$ cat src/rtl/mem_wb_lsu.sv
// MEM/WB stage: issues loads/stores on a req/ack bus, aligns/extends load data, drives regfile writeback.
// Optional: define LSU_MISALIGN_TRAP_EN to trap misaligned H/W accesses instead of masking the low bits.
module mem_wb_lsu #(
  parameter int XLEN   = 32,
  parameter int REG_AW = 5
) (
  input  logic              clk,
  input  logic              rst,
  input  logic              ex_valid,
  input  logic              ex_wreg,
  input  logic [REG_AW-1:0] ex_wd,
  input  logic [XLEN-1:0]   ex_wdata,
  input  logic              ex_mem_rd,
  input  logic              ex_mem_wr,
  input  logic [2:0]        ex_funct3,
  input  logic [XLEN-1:0]   ex_mem_addr,
  input  logic [XLEN-1:0]   ex_mem_sdata,
  output logic              mem_req,
  output logic              mem_we,
  output logic [XLEN-1:0]   mem_addr,
  output logic [3:0]        mem_be,
  output logic [XLEN-1:0]   mem_wdata,
  input  logic              mem_ack,
  input  logic [XLEN-1:0]   mem_rdata,
  output logic              stall_req,
  output logic              mem_exc,
  output logic              wb_we,
  output logic [REG_AW-1:0] wb_waddr,
  output logic [XLEN-1:0]   wb_wdata
);

  typedef enum logic {IDLE = 1'b0, BUSY = 1'b1} state_t;

  localparam logic [2:0] F3_B  = 3'b000;
  localparam logic [2:0] F3_H  = 3'b001;
  localparam logic [2:0] F3_W  = 3'b010;
  localparam logic [2:0] F3_BU = 3'b100;
  localparam logic [2:0] F3_HU = 3'b101;

  state_t state, state_d;

  logic              req_d, we_d, exc_d, wb_we_d;
  logic [XLEN-1:0]   addr_d, wdata_d, wb_wdata_d;
  logic [3:0]        be_d;
  logic [REG_AW-1:0] wb_waddr_d;

  // Context of the outstanding access, needed to retire a load on ack.
  logic [2:0]        pend_f3, pend_f3_d;
  logic [1:0]        pend_off, pend_off_d;
  logic              pend_wb, pend_wb_d;
  logic [REG_AW-1:0] pend_wd, pend_wd_d;

  logic              is_mem, is_half, is_word, f3_legal, trap, go;
  logic [1:0]        off_eff;
  logic [3:0]        be_calc;
  logic [XLEN-1:0]   sdata_rep;

  always_comb begin
    is_mem   = ex_mem_rd | ex_mem_wr;
    is_half  = (ex_funct3 == F3_H) || (ex_funct3 == F3_HU);
    is_word  = (ex_funct3 == F3_W);
    f3_legal = is_half || is_word || (ex_funct3 == F3_B) || (ex_funct3 == F3_BU);
    off_eff  = ex_mem_addr[1:0];
`ifdef LSU_MISALIGN_TRAP_EN
    trap = is_mem & (~f3_legal | (is_half & ex_mem_addr[0]) |
                     (is_word & (ex_mem_addr[1:0] != 2'b00)));
`else
    trap = is_mem & ~f3_legal;
    if (is_half) off_eff[0] = 1'b0;
    if (is_word) off_eff    = 2'b00;
`endif
    go = ex_valid & is_mem & ~trap;

    if (is_word) begin
      be_calc   = 4'b1111;
      sdata_rep = ex_mem_sdata;
    end else if (is_half) begin
      be_calc   = off_eff[1] ? 4'b1100 : 4'b0011;
      sdata_rep = {(XLEN/16){ex_mem_sdata[15:0]}};
    end else begin
      be_calc   = 4'b0001 << off_eff;
      sdata_rep = {(XLEN/8){ex_mem_sdata[7:0]}};
    end
  end

  logic [7:0]      ld_byte;
  logic [15:0]     ld_half;
  logic [XLEN-1:0] ld_ext;

  always_comb begin
    ld_byte = mem_rdata[{pend_off, 3'b000} +: 8];
    ld_half = mem_rdata[{pend_off[1], 4'b0000} +: 16];
    case (pend_f3)
      F3_B:    ld_ext = {{(XLEN-8){ld_byte[7]}}, ld_byte};
      F3_BU:   ld_ext = {{(XLEN-8){1'b0}}, ld_byte};
      F3_H:    ld_ext = {{(XLEN-16){ld_half[15]}}, ld_half};
      F3_HU:   ld_ext = {{(XLEN-16){1'b0}}, ld_half};
      default: ld_ext = mem_rdata;
    endcase
  end

  // Drops in the ack cycle so upstream advances exactly once per access.
  assign stall_req = ((state == IDLE) & go) | ((state == BUSY) & ~mem_ack);

  always_comb begin
    // NOTE: every output of this block gets a default first, so no path can infer a latch.
    state_d    = state;
    req_d      = mem_req;
    we_d       = mem_we;
    addr_d     = mem_addr;
    be_d       = mem_be;
    wdata_d    = mem_wdata;
    wb_we_d    = 1'b0;
    wb_waddr_d = wb_waddr;
    wb_wdata_d = wb_wdata;
    exc_d      = 1'b0;
    pend_f3_d  = pend_f3;
    pend_off_d = pend_off;
    pend_wb_d  = pend_wb;
    pend_wd_d  = pend_wd;

    case (state)
      IDLE: begin
        if (ex_valid) begin
          if (go) begin
            state_d    = BUSY;
            req_d      = 1'b1;
            we_d       = ex_mem_wr;
            addr_d     = {ex_mem_addr[XLEN-1:2], 2'b00};
            be_d       = be_calc;
            wdata_d    = sdata_rep;
            pend_f3_d  = ex_funct3;
            pend_off_d = off_eff;
            pend_wb_d  = ex_mem_rd & ex_wreg & (ex_wd != '0);
            pend_wd_d  = ex_wd;
          end else if (trap) begin
            exc_d = 1'b1;
          end else if (!is_mem) begin
            wb_we_d    = ex_wreg & (ex_wd != '0);
            wb_waddr_d = ex_wd;
            wb_wdata_d = ex_wdata;
          end
        end
      end
      BUSY: begin
        if (mem_ack) begin
          state_d = IDLE;
          req_d   = 1'b0;
          we_d    = 1'b0;
          be_d    = 4'b0000;
          if (pend_wb) begin
            wb_we_d    = 1'b1;
            wb_waddr_d = pend_wd;
            wb_wdata_d = ld_ext;
          end
        end
      end
      default: state_d = IDLE;
    endcase
  end

  // NOTE: state is updated with non-blocking assignments so every register samples pre-edge values.
  always_ff @(posedge clk) begin
    if (!rst) begin
      state     <= IDLE;
      mem_req   <= 1'b0;
      mem_we    <= 1'b0;
      mem_addr  <= '0;
      mem_be    <= 4'b0000;
      mem_wdata <= '0;
      wb_we     <= 1'b0;
      wb_waddr  <= '0;
      wb_wdata  <= '0;
      mem_exc   <= 1'b0;
      pend_f3   <= 3'b000;
      pend_off  <= 2'b00;
      pend_wb   <= 1'b0;
      pend_wd   <= '0;
    end else begin
      state     <= state_d;
      mem_req   <= req_d;
      mem_we    <= we_d;
      mem_addr  <= addr_d;
      mem_be    <= be_d;
      mem_wdata <= wdata_d;
      wb_we     <= wb_we_d;
      wb_waddr  <= wb_waddr_d;
      wb_wdata  <= wb_wdata_d;
      mem_exc   <= exc_d;
      pend_f3   <= pend_f3_d;
      pend_off  <= pend_off_d;
      pend_wb   <= pend_wb_d;
      pend_wd   <= pend_wd_d;
    end
  end

endmodule

$ cat config.mk
export PLATFORM = sky130hd
export DESIGN_NAME = mem_wb_lsu
export DESIGN_NICKNAME = d
export VERILOG_FILES = /design/src/rtl/mem_wb_lsu.sv
export SDC_FILE = /design/constraint.sdc
export NUM_CORES = 1
export LEC_CHECK = 0
export ABC_AREA = 1
export CAP_MARGIN = 20
export CORE_MARGIN = 8
export CORE_UTILIZATION = 45
export DETAILED_ROUTE_END_ITERATION = 8
export GPL_TIMING_DRIVEN = 0
export PLACE_DENSITY = 0.9
export SLEW_MARGIN = 5
export SYNTH_ARGS = -nofsm -noshare
export SYNTH_HDL_FRONTEND = slang
export SYNTH_SLANG_ARGS = --single-unit
$ cat constraint.sdc
create_clock -name clk -period 1.8 [get_ports clk]
set_input_delay 0.27 -clock clk [delete_from_list [all_inputs] [get_ports clk]]
set_output_delay 0.27 -clock clk [all_outputs]
set_load 0.1 [all_outputs]
==> results.ini, run 1 <==
[critical_path]
critical_path.reg2reg.endpoint=wb_wdata[2]$_SDFFE_PN0P_
cpMaxStageDelayCell=dfxtp_2
cp_slowest_stage_delay_ns=0.33
timing.critical_path.cells=buf_8, inv_6, or2_2, nand2_2, buf_12
timing.critical_path.to_type=primary output
worstReg2RegStart=state$_SDFF_PN0_
worst-r2r-setup-slack_ns=0.24
crit_path_start_kind=flip-flop
critical_path.max_fanout=8
critical_path_arrival_ns=1.48
criticalPathCategory=flip-flop to primary output
worst-r2r-cell-count=7
required_worst_endpoint_ns=1.53

[timing]
period_needed_ns=1.75
total_negative_setup_slacks_ns=0
timing.final.crit_share=0.971
tightestPinTransition_ns=0.617
finalHoldViolCount=0
slew_headroom=0.589
grt_setup_unrepaired=false
setup_viol=0
finClkSkew_ns=0.0146
slew_violations=0
fmax_mhz=572

[cts]
path_clk_slew_ns=0.06
clock_tree.htree_level_count=4
tritoncts_num_sinks=119
numCtsBuffers=17
cts_max_path_buffers=2
cts-hold-fix-buffers=0
tritoncts_clock_tree=yes
clkLatencyLatePin_ns=0.42
ctsRootBufferMaster=clkbuf_16

[worst_hold_path]
worst_hold_path.endpoint=mem_addr[7]$_SDFFE_PN0P_
worstHoldPathCells=3
worstHoldStart=ex_mem_addr[7]
hp-class=primary input to flip-flop

[global_routing]
groute.usage.overall=0.276
grt-ovfl-total=0
antenna_found_initial=0
grt_max_degree=17
first_global_vias=6728
grt_first_pass_wirelength_mm=34.9

[pwr]
vdd_ir_drop_max_uv=688
cellLeakagePower_nw=3.64
power.density_cell_area_nw_per_um2=998

[route]
post-route-drc-count=0
detailed_route_vias_per_instance=5.53
drtIter0Drc=716
detail-route-antenna-nets=0
drt_first_pass_iters=7
routed-via-count=6686
finalWirelength_mm=22.7
drt-wirelength-per-cell_um=18.8

[floorplan]
core_area_um2=12000
dieHeight_um=127
io-pin-count=253
rows=40
fp.dieW_um=127
start_util=0.460
design.die.area_um2=16100

[layout]
layout-area-overhead-vs-synth_pct=63.2
most_common_library_cell_in_the_layout_ignoring_fill_and_taps=nand2_1
finalNetCount=1194
diodes=0
fill_cells=872
post_route_cells_drive_above_1_share=0.206
finalCoreUtilization=0.751
mostFrequentLayoutCells=227 x nand2_1, 157 x a21oi_1, 142 x clkdlybuf4s50_1, 118 x dfxtp_1, 107 x clkdlybuf4s15_2

[logic_synthesis]
yosys-top-cells-area=dfxtp_1 43%, nand2_1 15%, a21oi_1 14%
number_of_warnings_issued_by_yosys=0
postSynthCellCount=778
avgSynthCellArea_um2=7.10
synth_sequential_area_ratio=0.431
post_synth_instance_area_um2=5530
top_cell_type_by_total_area_after_synthesis=dfxtp_1
ys_seq_elements=119
number_of_library_cell_types_mapped_by_synthesis=31
yosysTopAreaCellShare=0.431

[placed_design]
dp_hpwl_mm=16.6
port-buffer-count=250
gpl.final_weighted_congestion=0.959

[outcome]
run_status=completed

[job]
drv_cap=0

==> stage by stage <==
stage	instances	setup WS (ns)	power, mW	hold WS [ns]	area, um2
after CTS	1205	0.00157	8.99	0.394	8990
final	1209	0.0525	9.00	0.403	9020
after global routing	1209	0.00814	9.29	0.398	9020
after detailed placement	1176	-1.01	5.43	0.456	8220
after global placement	1176	-1.02	5.40	0.448	8220
after floorplan	779	0.0907	4.59	0.413	5530
==> area by class of cell <==
type	count	area (um2)	area share
Tap cell	147	184	0.0204
Buffer	58	348	0.0386
Clock buffer	23	478	0.0530
Timing Repair Buffer	254	2680	0.297
Inverter	28	110	0.0122
Multi-Input combinational cell	573	2700	0.299
Clock inverter	7	144	0.0160
Sequential cell	119	2380	0.264
==> cells by family (layout without fill, tap and decap cells) <==
group / count (synthesis) / after routing / share of synthesized area
buffers and inverters: 87 / 370 / 0.0820
DFF: 119 / 119 / 0.431
and+or+nand+nor: 326 / 326 / 0.252
other: 1 / 2 / 0.000679
AOI/OAI and AO/OA: 245 / 245 / 0.234
==> flip-flops by register name (all words and copies together), names as in the netlist, 2 cells and up <==
register,flops
mem_addr,30
mem_be,4
mem_wdata,32
pend_f3,3
pend_off,2
pend_wd,5
wb_waddr,5
wb_wdata,32
==> power breakdown <==
group | total, mW | leakage, nW | internal [mW] | switching, mW
clock network | 3.61 | 0.296 | 2.41 | 1.19
registers | 2.88 | 0.973 | 2.79 | 0.0846
logic | 2.52 | 2.37 | 0.763 | 1.75
total | 9.00 | 3.64 | 5.97 | 3.03
==> Yosys cell counts <==
library cell	count
a31oi_1	5
a21oi_2	1
nor4_1	1
nor2_2	4
buf_2	20
inv_1	21
nand4_1	2
clkinv_1	1
o21ai_2	1
nor3_1	1
a211oi_1	2
inv_2	6
clkbuf_1	20
nand2_2	2
dfxtp_1	119
and2_2	1
buf_1	1
nor2_4	1
conb_1	1
a21oi_1	157
buf_6	9
o21ai_0	66
o21ai_1	1
nand3_1	41
buf_4	9
nand2_1	228
o211ai_1	4
o211a_1	8
nand3_4	2
or2_2	22
nor2_1	21
==> worst max path at each step <==
stage | from | end | slack (ns) | cells after the start
after global placement | ex_funct3[0] | stall_req | -1.02 | 6
final | state$_SDFF_PN0_ | stall_req | 0.05 | 5
after floorplan | state$_SDFF_PN0_ | stall_req | 0.09 | 5
after detailed placement | ex_funct3[0] | stall_req | -1.01 | 6
after global routing | state$_SDFF_PN0_ | stall_req | 0.008 | 5
after CTS | state$_SDFF_PN0_ | stall_req | 0.002 | 5
==> layer usage <==
metal,global-route usage,wire length (um),vias to the layer above
met4,0.134,807,0
met5,0,0,-
met3,0.107,2630,70
met2,0.464,10700,406
li1,-,-,3151
met1,0.298,8590,3059
==> timing repair <==
item,4_1_cts,5_1_grt
pin swaps,0,1
buffers inserted,0,4
setup endpoints to repair,108,9
resized for setup,334,3
==> critical path: cells and delay by family (launching register included) <==
family	cells	cell delay [ns]
flip-flops	1	0.33
buffers and inverters	3	0.33
AND/OR/NAND/NOR	2	0.39
Power figures use the tool's default switching activity.
==> run 2: changes to the inputs <==
--- a/config.mk
+++ b/config.mk
@@ -7,7 +7,7 @@
 export LEC_CHECK = 0
 export ABC_AREA = 1
 export CAP_MARGIN = 20
-export CORE_MARGIN = 8
+export CORE_MARGIN = 3
 export CORE_UTILIZATION = 45
 export DETAILED_ROUTE_END_ITERATION = 8
 export GPL_TIMING_DRIVEN = 0
==> run 2 against run 1 <==
Effect of this change: utilization is 1.2 points higher; setup slack got worse by 0.0073 ns; global-route usage up 3.1 points.
==> results.ini, run 2 (synthesis gave the netlist of run 1 again) <==
[floorplan]
io-pin-count=253
rows=39
fp.dieW_um=117
design.die.area_um2=13600
dieHeight_um=117
start_util=0.472
core_area_um2=11700

[timing]
timing.final.crit_share=0.975
fmax_mhz=570
slew_headroom=0.583
period_needed_ns=1.75
setup_viol=0
worst_slack_ns=0.0452
total_negative_setup_slacks_ns=0
tightestPinTransition_ns=0.625
finClkSkew_ns=0.0105
slew_violations=0
finalHoldViolCount=0
worst_hold_slack_ns=0.410

[worst_hold_path]
worstHoldPathCells=3
hp-class=primary input to flip-flop

[global_routing]
antenna_found_initial=0
groute.usage.overall=0.306
grt_first_pass_wirelength_mm=32.2
grt_max_degree=17
first_global_vias=6323
grt-ovfl-total=0

[layout]
mostFrequentLayoutCells=227 x nand2_1, 157 x a21oi_1, 142 x clkdlybuf4s50_1, 118 x dfxtp_1, 107 x clkdlybuf4s15_2
final_cell_count_no_fill=1205
layout-area-overhead-vs-synth_pct=61.6
most_common_library_cell_in_the_layout_ignoring_fill_and_taps=nand2_1
post_route_cells_drive_above_1_share=0.205
largestRegisters=mem_wdata (32), wb_wdata (32), mem_addr (30)
finalNetCount=1193
fill_cells=855
diodes=0
finalCoreUtilization=0.763
final_instance_area_um2=8930

[cts]
cts_max_path_buffers=2
numCtsBuffers=17
clock_tree.htree_level_count=4
clkLatencyLatePin_ns=0.41
tritoncts_num_sinks=119
tritoncts_clock_tree=yes
path_clk_slew_ns=0.06
ctsRootBufferMaster=clkbuf_16

[critical_path]
worst-r2r-cell-count=6
critical_path.max_fanout=8
criticalPathCategory=flip-flop to primary output
required_worst_endpoint_ns=1.53
timing.critical_path.to_type=primary output
crit_path_start_kind=flip-flop
critical_path_arrival_ns=1.48

[pwr]
vdd_ir_drop_max_uv=816
cellLeakagePower_nw=3.60
power.density_cell_area_nw_per_um2=961
power_mw=8.58

[placed_design]
placement.cell_area_um2=8210
post-place-ws_ns=-1.02
dp_cells=1172
port-buffer-count=250
gpl.final_weighted_congestion=0.902
dp_hpwl_mm=15.5

[route]
detail-route-antenna-nets=0
drt_first_pass_iters=6
drtIter0Drc=597
drt-wirelength-per-cell_um=17.9
routed-via-count=6617
post-route-drc-count=0
detailed_route_vias_per_instance=5.49
finalWirelength_mm=21.5

[job]
drv_cap=0

[outcome]
run_status=completed

run 2: final cells by class:
type                            count  area [um2]  area share
Buffer                             58         343      0.0384
Timing Repair Buffer              253        2670       0.299
Multi-Input combinational cell    573        2700       0.302
Inverter                           28         108      0.0120
Sequential cell                   119        2380       0.267
Tap cell                          143         179      0.0200
Clock buffer                       23         478      0.0535
Clock inverter                      8        73.8     0.00827
run 2: worst max-delay path, stage by stage (launching register included):
cell and delay [ns]:
dfxtp_2 0.33, buf_6 0.11, inv_4 0.06, or2_2 0.29, nand2_2 0.09, buf_12 0.17
run 2: final timing paths:
kind	start	end	slack (ns)
max	state$_SDFF_PN0_	stall_req	0.05
min	ex_mem_addr[2]	mem_addr[2]$_SDFFE_PN0P_	0.41
min reg2reg	mem_addr[26]$_SDFFE_PN0P_	mem_addr[26]$_SDFFE_PN0P_	0.46
max reg2reg	state$_SDFF_PN0_	wb_wdata[18]$_SDFFE_PN0P_	0.27
run 2: layer usage:
layer  vias to the layer above  global-route usage  wire (um)
li1                       3143                   -          -
met1                      3004               0.359       8170
met2                       409               0.520      10300
met3                        61              0.0951       2320
met4                         0               0.129        747
met5                         -                   0          0
run 2: where the power goes:
| group | internal [mW] | switching (mW) |
|---|---|---|
| Combinational | 0.759 | 1.74 |
| Sequential | 2.79 | 0.0894 |
| Clock | 1.99 | 1.21 |
run 2: timing repair:
action | 4_1_cts | 5_1_grt
hold buffers | 0 | 0
hold endpoints to repair | 0 | 0
endpoints found under the setup margin | 108 | 1
buffers inserted | 0 | 3
pin swaps | 0 | 1
gates resized for setup | 332 | 2
